$ cat src/rtl/conv1d_pkg.sv
// Shared definitions for the CONV1D stages: default sizing, FSM encoding and the
// output saturation/ReLU helper used by every layer's result stage.
package conv1d_pkg;

  localparam int BIT_WIDTH = 16;
  localparam int FRAC_BITS = 8;
  localparam int NUM_CH    = 8;
  localparam int SEQ_LEN   = 256;
  localparam int ACC_WIDTH = 40;
  localparam int SAT_W     = 64;

  typedef enum logic [1:0] {
    ST_IDLE,
    ST_RUN,
    ST_DRAIN,
    ST_DONE
  } conv_state_t;

  // Clamp to a signed 'bits'-wide range, then optionally zero negatives.
  function automatic logic signed [SAT_W-1:0] sat_relu(
    input logic signed [SAT_W-1:0] val,
    input int                      bits,
    input logic                    relu
  );
    logic signed [SAT_W-1:0] hi;
    logic signed [SAT_W-1:0] lo;
    logic signed [SAT_W-1:0] r;
    hi = (64'sd1 <<< (bits - 1)) - 64'sd1;
    lo = -(64'sd1 <<< (bits - 1));
    r  = val;
    if (val > hi) begin
      r = hi;
    end else if (val < lo) begin
      r = lo;
    end
    if (relu && (r < 0)) begin
      r = '0;
    end
    return r;
  endfunction

endpackage

$ cat src/rtl/conv1d_tap3_mac.sv
// Three-tap signed multiply with a registered full-width sum of the products.
module conv1d_tap3_mac #(
  parameter int BIT_WIDTH = conv1d_pkg::BIT_WIDTH,
  parameter int ACC_WIDTH = conv1d_pkg::ACC_WIDTH
) (
  input  logic                        clk,
  input  logic                        rst,
  input  logic signed [BIT_WIDTH-1:0] x0,
  input  logic signed [BIT_WIDTH-1:0] x1,
  input  logic signed [BIT_WIDTH-1:0] x2,
  input  logic signed [BIT_WIDTH-1:0] k0,
  input  logic signed [BIT_WIDTH-1:0] k1,
  input  logic signed [BIT_WIDTH-1:0] k2,
  output logic signed [ACC_WIDTH-1:0] tap_sum
);

  localparam int PW = 2 * BIT_WIDTH;

  logic signed [PW-1:0]        p0;
  logic signed [PW-1:0]        p1;
  logic signed [PW-1:0]        p2;
  logic signed [ACC_WIDTH-1:0] sum_c;

  always_comb begin
    p0    = x0 * k0;
    p1    = x1 * k1;
    p2    = x2 * k2;
    sum_c = ACC_WIDTH'(p0) + ACC_WIDTH'(p1) + ACC_WIDTH'(p2);
  end

  always_ff @(posedge clk) begin
    if (rst) begin
      tap_sum <= '0;
    end else begin
      tap_sum <= sum_c;
    end
  end

endmodule

$ cat src/rtl/conv1d_2nd_mac_engine.sv
// Second CONV1D layer engine: walks filter/width/channel, drives the tap RAM read port,
// accumulates 3x8 products per output and emits one biased, saturated result per position.
module conv1d_2nd_mac_engine #(
  parameter int   BIT_WIDTH   = conv1d_pkg::BIT_WIDTH,
  parameter int   FRAC_BITS   = conv1d_pkg::FRAC_BITS,
  parameter int   NUM_FILTERS = 16,
  parameter int   NUM_CH      = conv1d_pkg::NUM_CH,
  parameter int   SEQ_LEN     = conv1d_pkg::SEQ_LEN,
  parameter int   ACC_WIDTH   = conv1d_pkg::ACC_WIDTH,
  parameter int   RELU_EN     = 1,
  localparam int  FW          = (NUM_FILTERS > 1) ? $clog2(NUM_FILTERS) : 1
) (
  input  logic                        CLK,
  input  logic                        RST,
  input  logic                        start,
  output logic                        busy,
  output logic                        done,
  output logic                        Read_Enable,
  output logic [2:0]                  Read_Depth,
  output logic [7:0]                  Read_Width,
  input  logic signed [BIT_WIDTH-1:0] data_in_0,
  input  logic signed [BIT_WIDTH-1:0] data_in_1,
  input  logic signed [BIT_WIDTH-1:0] data_in_2,
  output logic [FW+2:0]               Weight_Addr,
  input  logic signed [BIT_WIDTH-1:0] Weight_0,
  input  logic signed [BIT_WIDTH-1:0] Weight_1,
  input  logic signed [BIT_WIDTH-1:0] Weight_2,
  output logic [FW-1:0]               Bias_Addr,
  input  logic signed [BIT_WIDTH-1:0] Bias_in,
  output logic                        out_valid,
  output logic [FW-1:0]               out_filter,
  output logic [7:0]                  out_width,
  output logic signed [BIT_WIDTH-1:0] out_data
);

  import conv1d_pkg::conv_state_t;
  import conv1d_pkg::ST_IDLE;
  import conv1d_pkg::ST_RUN;
  import conv1d_pkg::ST_DRAIN;
  import conv1d_pkg::ST_DONE;
  import conv1d_pkg::SAT_W;
  import conv1d_pkg::sat_relu;

  conv_state_t state, state_nxt;

  logic [FW-1:0] f_cnt;
  logic [7:0]    w_cnt;
  logic [2:0]    c_cnt;
  logic          last_issue;
  logic [FW-1:0] rd_f;

  logic signed [ACC_WIDTH-1:0] tap_sum;
  logic                        s1_valid;
  logic [2:0]                  s1_c;
  logic [FW-1:0]               s1_f;
  logic [7:0]                  s1_w;

  logic signed [ACC_WIDTH-1:0] acc;
  logic                        s2_valid;
  logic                        s2_last;
  logic [FW-1:0]               s2_f;
  logic [7:0]                  s2_w;

  logic signed [SAT_W-1:0] biased;
  logic signed [SAT_W-1:0] res_sat;

  assign last_issue = (f_cnt == FW'(NUM_FILTERS - 1)) &&
                      (w_cnt == 8'(SEQ_LEN - 1)) &&
                      (c_cnt == 3'(NUM_CH - 1));

  always_ff @(posedge CLK) begin
    if (RST) begin
      state <= ST_IDLE;
    end else begin
      state <= state_nxt;
    end
  end

  // Empty means no issued read and no tagged beat left ahead of S3.
  always_comb begin
    state_nxt = state;
    busy      = 1'b0;
    done      = 1'b0;
    case (state)
      ST_IDLE:  if (start) state_nxt = ST_RUN;
      ST_RUN: begin
        busy = 1'b1;
        if (last_issue) state_nxt = ST_DRAIN;
      end
      ST_DRAIN: begin
        busy = 1'b1;
        if (!Read_Enable && !s1_valid && !s2_valid) state_nxt = ST_DONE;
      end
      ST_DONE: begin
        done      = 1'b1;
        state_nxt = ST_IDLE;
      end
      default:  state_nxt = ST_IDLE;
    endcase
  end

  always_ff @(posedge CLK) begin
    if (RST || (state != ST_RUN)) begin
      c_cnt <= '0;
      w_cnt <= '0;
      f_cnt <= '0;
    end else begin
      c_cnt <= c_cnt + 3'd1;
      if (c_cnt == 3'(NUM_CH - 1)) begin
        c_cnt <= '0;
        w_cnt <= w_cnt + 8'd1;
        if (w_cnt == 8'(SEQ_LEN - 1)) begin
          w_cnt <= '0;
          f_cnt <= (f_cnt == FW'(NUM_FILTERS - 1)) ? '0 : f_cnt + FW'(1);
        end
      end
    end
  end

  // Read port is registered, so the first read leaves one edge after RUN is entered.
  always_ff @(posedge CLK) begin
    if (RST) begin
      Read_Enable <= 1'b0;
      Read_Depth  <= '0;
      Read_Width  <= '0;
      rd_f        <= '0;
    end else begin
      Read_Enable <= (state == ST_RUN);
      if (state == ST_RUN) begin
        Read_Depth <= c_cnt;
        Read_Width <= w_cnt;
        rd_f       <= f_cnt;
      end
    end
  end

  assign Weight_Addr = {rd_f, Read_Depth};

  conv1d_tap3_mac #(
    .BIT_WIDTH (BIT_WIDTH),
    .ACC_WIDTH (ACC_WIDTH)
  ) u_mac (
    .clk     (CLK),
    .rst     (RST),
    .x0      (data_in_0),
    .x1      (data_in_1),
    .x2      (data_in_2),
    .k0      (Weight_0),
    .k1      (Weight_1),
    .k2      (Weight_2),
    .tap_sum (tap_sum)
  );

  always_ff @(posedge CLK) begin
    if (RST) begin
      s1_valid <= 1'b0;
      s1_c     <= '0;
      s1_f     <= '0;
      s1_w     <= '0;
    end else begin
      s1_valid <= Read_Enable;
      s1_c     <= Read_Depth;
      s1_f     <= rd_f;
      s1_w     <= Read_Width;
    end
  end

  always_ff @(posedge CLK) begin
    if (RST) begin
      acc      <= '0;
      s2_valid <= 1'b0;
      s2_last  <= 1'b0;
      s2_f     <= '0;
      s2_w     <= '0;
    end else begin
      s2_valid <= s1_valid;
      s2_last  <= s1_valid && (s1_c == 3'(NUM_CH - 1));
      s2_f     <= s1_f;
      s2_w     <= s1_w;
      if (s1_valid) begin
        acc <= (s1_c == '0) ? tap_sum : acc + tap_sum;
      end
    end
  end

  // Bias is looked up with the filter tag of the accumulation being finished.
  assign Bias_Addr = s2_f;

  always_comb begin
    biased  = SAT_W'(acc) + (SAT_W'(Bias_in) <<< FRAC_BITS);
    res_sat = sat_relu(biased >>> FRAC_BITS, BIT_WIDTH, RELU_EN != 0);
  end

  always_ff @(posedge CLK) begin
    if (RST) begin
      out_valid  <= 1'b0;
      out_filter <= '0;
      out_width  <= '0;
      out_data   <= '0;
    end else begin
      out_valid <= s2_valid && s2_last;
      if (s2_valid && s2_last) begin
        out_filter <= s2_f;
        out_width  <= s2_w;
        out_data   <= BIT_WIDTH'(res_sat);
      end
    end
  end

endmodule

$ cat config.mk
export PLATFORM = sky130hd
export DESIGN_NAME = conv1d_2nd_mac_engine
export DESIGN_NICKNAME = d
export VERILOG_FILES = /design/src/rtl/conv1d_pkg.sv /design/src/rtl/conv1d_tap3_mac.sv /design/src/rtl/conv1d_2nd_mac_engine.sv
export SDC_FILE = /design/constraint.sdc
export NUM_CORES = 2
export LEC_CHECK = 0
export CAP_MARGIN = 20
export CORE_ASPECT_RATIO = 0.8
export CORE_UTILIZATION = 50
export CTS_CLUSTER_SIZE = 28
export DETAILED_ROUTE_END_ITERATION = 8
export GPL_ROUTABILITY_DRIVEN = 0
export HOLD_SLACK_MARGIN = 0.15
export PLACE_DENSITY = 0.68
export SLEW_MARGIN = 10
export SYNTH_ARGS = -nofsm -noshare
export SYNTH_HDL_FRONTEND = slang
export SYNTH_SLANG_ARGS = --single-unit
$ cat constraint.sdc
create_clock -name CLK -period 27.6 [get_ports CLK]
set_input_delay 6.9 -clock CLK [delete_from_list [all_inputs] [get_ports CLK]]
set_output_delay 6.9 -clock CLK [all_outputs]
set_load 0.02 [all_outputs]
==> flow_summary.json <==
{
  "numCtsBuffers": 17,
  "num_antenna_cells": 0,
  "final_nets": 5746,
  "routed_wl_mm": 103,
  "die-area_um2": 81600,
  "cts_num_sinks": 166,
  "synth_edf_count": 0,
  "crit_path_end_kind": "flip-flop",
  "worstPathArrival_ns": 15.67,
  "rsz0062_at_grt": "false",
  "worst_pin_slew_ns": 1.07,
  "grt_pass1_vias": 29600,
  "fin_crit_sh_pct": 55.7,
  "final_hold_viol_count": 0,
  "grt_max_degree": 82,
  "drv_cap": 0,
  "post_cts_resize_count": 0,
  "drt-initial-drc-count": 2187,
  "cpMostUsedCell": "fa_1",
  "avgSynthCellArea_um2": 9.20,
  "antenna_found_initial": 6,
  "dp_hpwl_mm": 89.1,
  "routedWlPerCell_um": 18.9,
  "cts_root_buf": "clkbuf_16",
  "first_pass_iters": 6,
  "yosys.cell_types.count": 78,
  "outcome": "finished, final reports clean",
  "core.rowCount": 92,
  "crit_path_start_kind": "primary input",
  "netlist_area_um2": 40200,
  "grt_pass1_wl_mm": 168,
  "n_fill_cell": 7177,
  "final-max-slew-violation-count": 0,
  "fmax_ghz": 0.0651,
  "yosysSeqAreaShare_pct": 8.26,
  "cts_tree": "yes",
  "critical_path_class": "primary input to flip-flop",
  "slew_headroom_pct": 28.7,
  "drive_above_1_share_pct": 1.60,
  "cts_hold_buffers": 0,
  "drc": 0,
  "htreeDepth": 4,
  "clkSlewWorstSetupHoldPaths_ns": 0.08,
  "cts_buffer_depth": 2,
  "post_cts_buffers": 0,
  "ant_nets": 0,
  "ys_warn_count": 0,
  "syn_to_final_growth_pct": 7.69,
  "path_max_fanout": 16,
  "multi_input_area_um2": 32400,
  "syn-num-nets": 5703,
  "die_y_um": 256,
  "io_buffers": 168,
  "clk_latency_ns": 0.46,
  "core_um2": 79200,
  "netlist_instances": 4373,
  "hp-class": "flip-flop to flip-flop",
  "ys_seq_elements": 166,
  "worst_path_max_delay_cell": "clkdlybuf4s50_1",
  "pin_count": 169,
  "mostFrequentLayoutCells": "1031 x inv_1, 934 x fa_1, 472 x nand2_1",
  "skew_ns": 0.0125,
  "vias": 28700,
  "whs_ns": 0.437,
  "period_needed_ns": 15.36,
  "grt.total_usage_pct": 26.3,
  "cp.required_ns": 27.91,
  "grt_overflow": 0,
  "tns_ns": 0,
  "worst_path_largest_cell_delay_ns": 0.80,
  "start_util_pct": 50.8,
  "ys.flop_type": "dfxtp_1",
  "synthArstFlopShare_pct": 0,
  "register_area_um2": 3320,
  "layout_commonest_cell": "inv_1",
  "finalSetupViolCount": 0,
  "routed_via_density": 5.25,
  "die_w_um": 319
}
## routing by layer
| layer | share of wire (%) | track usage, % |
|---|---|---|
| met1 | 49 | 42.6 |
| met2 | 40 | 35.7 |
| met3 | 11 | 6.61 |
| met4 | 0.73 | 3.17 |
| met5 | 0.053 | 0 |
## cell type report
cell class | instances | area share, %
Multi-Input combinational cell | 3014 | 74.8
Inverter | 1031 | 8.93
Sequential cell | 166 | 7.67
Timing Repair Buffer | 186 | 4.19
Tap cell | 1034 | 2.99
Clock buffer | 17 | 0.982
Clock inverter | 15 | 0.436
## critical path, delay by kind of cell
family	cells	cell delay, ns
fa+ha+maj	10	5.07
compound gates	6	1.49
buf+inv	6	1.06
simple gates	4	0.96
xor+xnor	1	0.16
## worst paths after layout
kind                from                end  slack (ns)  cells past startpoint
min reg2reg      s1_w[4]            s2_w[4]        0.44                      1
max reg2reg       acc[8]       out_data[13]       22.50                     17
max          Weight_2[0]  u_mac.tap_sum[32]       12.24                     27
min              s1_w[4]            s2_w[4]        0.44                      1
## flip-flops by register name, indices dropped and copies added (netlist names), 3 cells and up
name and cells:
Read_Depth 3, rd_f 4, s1_w 8, out_data 16
f_cnt 4, acc 40, u_mac.tap_sum 34, s1_c 3
Bias_Addr 4, out_width 8, w_cnt 8, out_filter 4
s1_f 4, Read_Width 8, c_cnt 3, s2_w 8
## Yosys cell counts, types with 5 or more instances
cell type,instances,share of area [%]
o21ai_1,10,0.12
nand3b_1,5,0.093
and2_1,379,5.9
a311oi_1,23,0.50
xnor2_1,64,1.4
dfxtp_1,166,8.3
a21o_1,53,0.99
inv_1,1031,9.6
xor2_1,47,1.0
a21oi_1,131,1.6
a221oi_1,5,0.11
nor3_1,20,0.25
mux2i_1,23,0.57
and3_1,14,0.22
o21ai_0,74,0.92
ha_1,281,8.7
a31oi_1,18,0.28
a211o_1,6,0.13
o21a_1,13,0.24
nor2b_1,63,0.98
o21bai_1,16,0.30
or3_1,6,0.093
nand2b_1,40,0.62
o31ai_1,5,0.093
clkbuf_1,149,1.4
nand2_1,472,4.4
a211oi_1,20,0.37
nor2_1,159,1.5
nor3b_1,7,0.13
a2111oi_0,5,0.11
fa_1,934,46
nand4_1,15,0.23
o211ai_1,11,0.21
nand3_1,27,0.34
## cell families after synthesis
kind of cell / Yosys count / synth area share (%)
xor+xnor: 111 / 2.42
fa+ha+maj: 1215 / 55.2
flops: 166 / 8.26
simple gates: 1229 / 15.2
buf+inv: 1193 / 11.2
mux: 24 / 0.600
compound gates: 435 / 7.09
## metrics by stage
step / cells / utilization [%] / worst slack (ns) / area, um^2
after floorplan: 4373 / - / 12.95 / 40200
after global placement: 5430 / 53.9 / 11.89 / 42700
after detailed placement: 5430 / 53.9 / 11.71 / 42700
after CTS: 5462 / 54.7 / 12.22 / 43300
after global routing: 5463 / 54.7 / 11.74 / 43300
final: 5463 / 54.7 / 12.24 / 43300
Power is not shown: default switching activity piles up to over one toggle a cycle in this logic, so the estimate is an artifact.
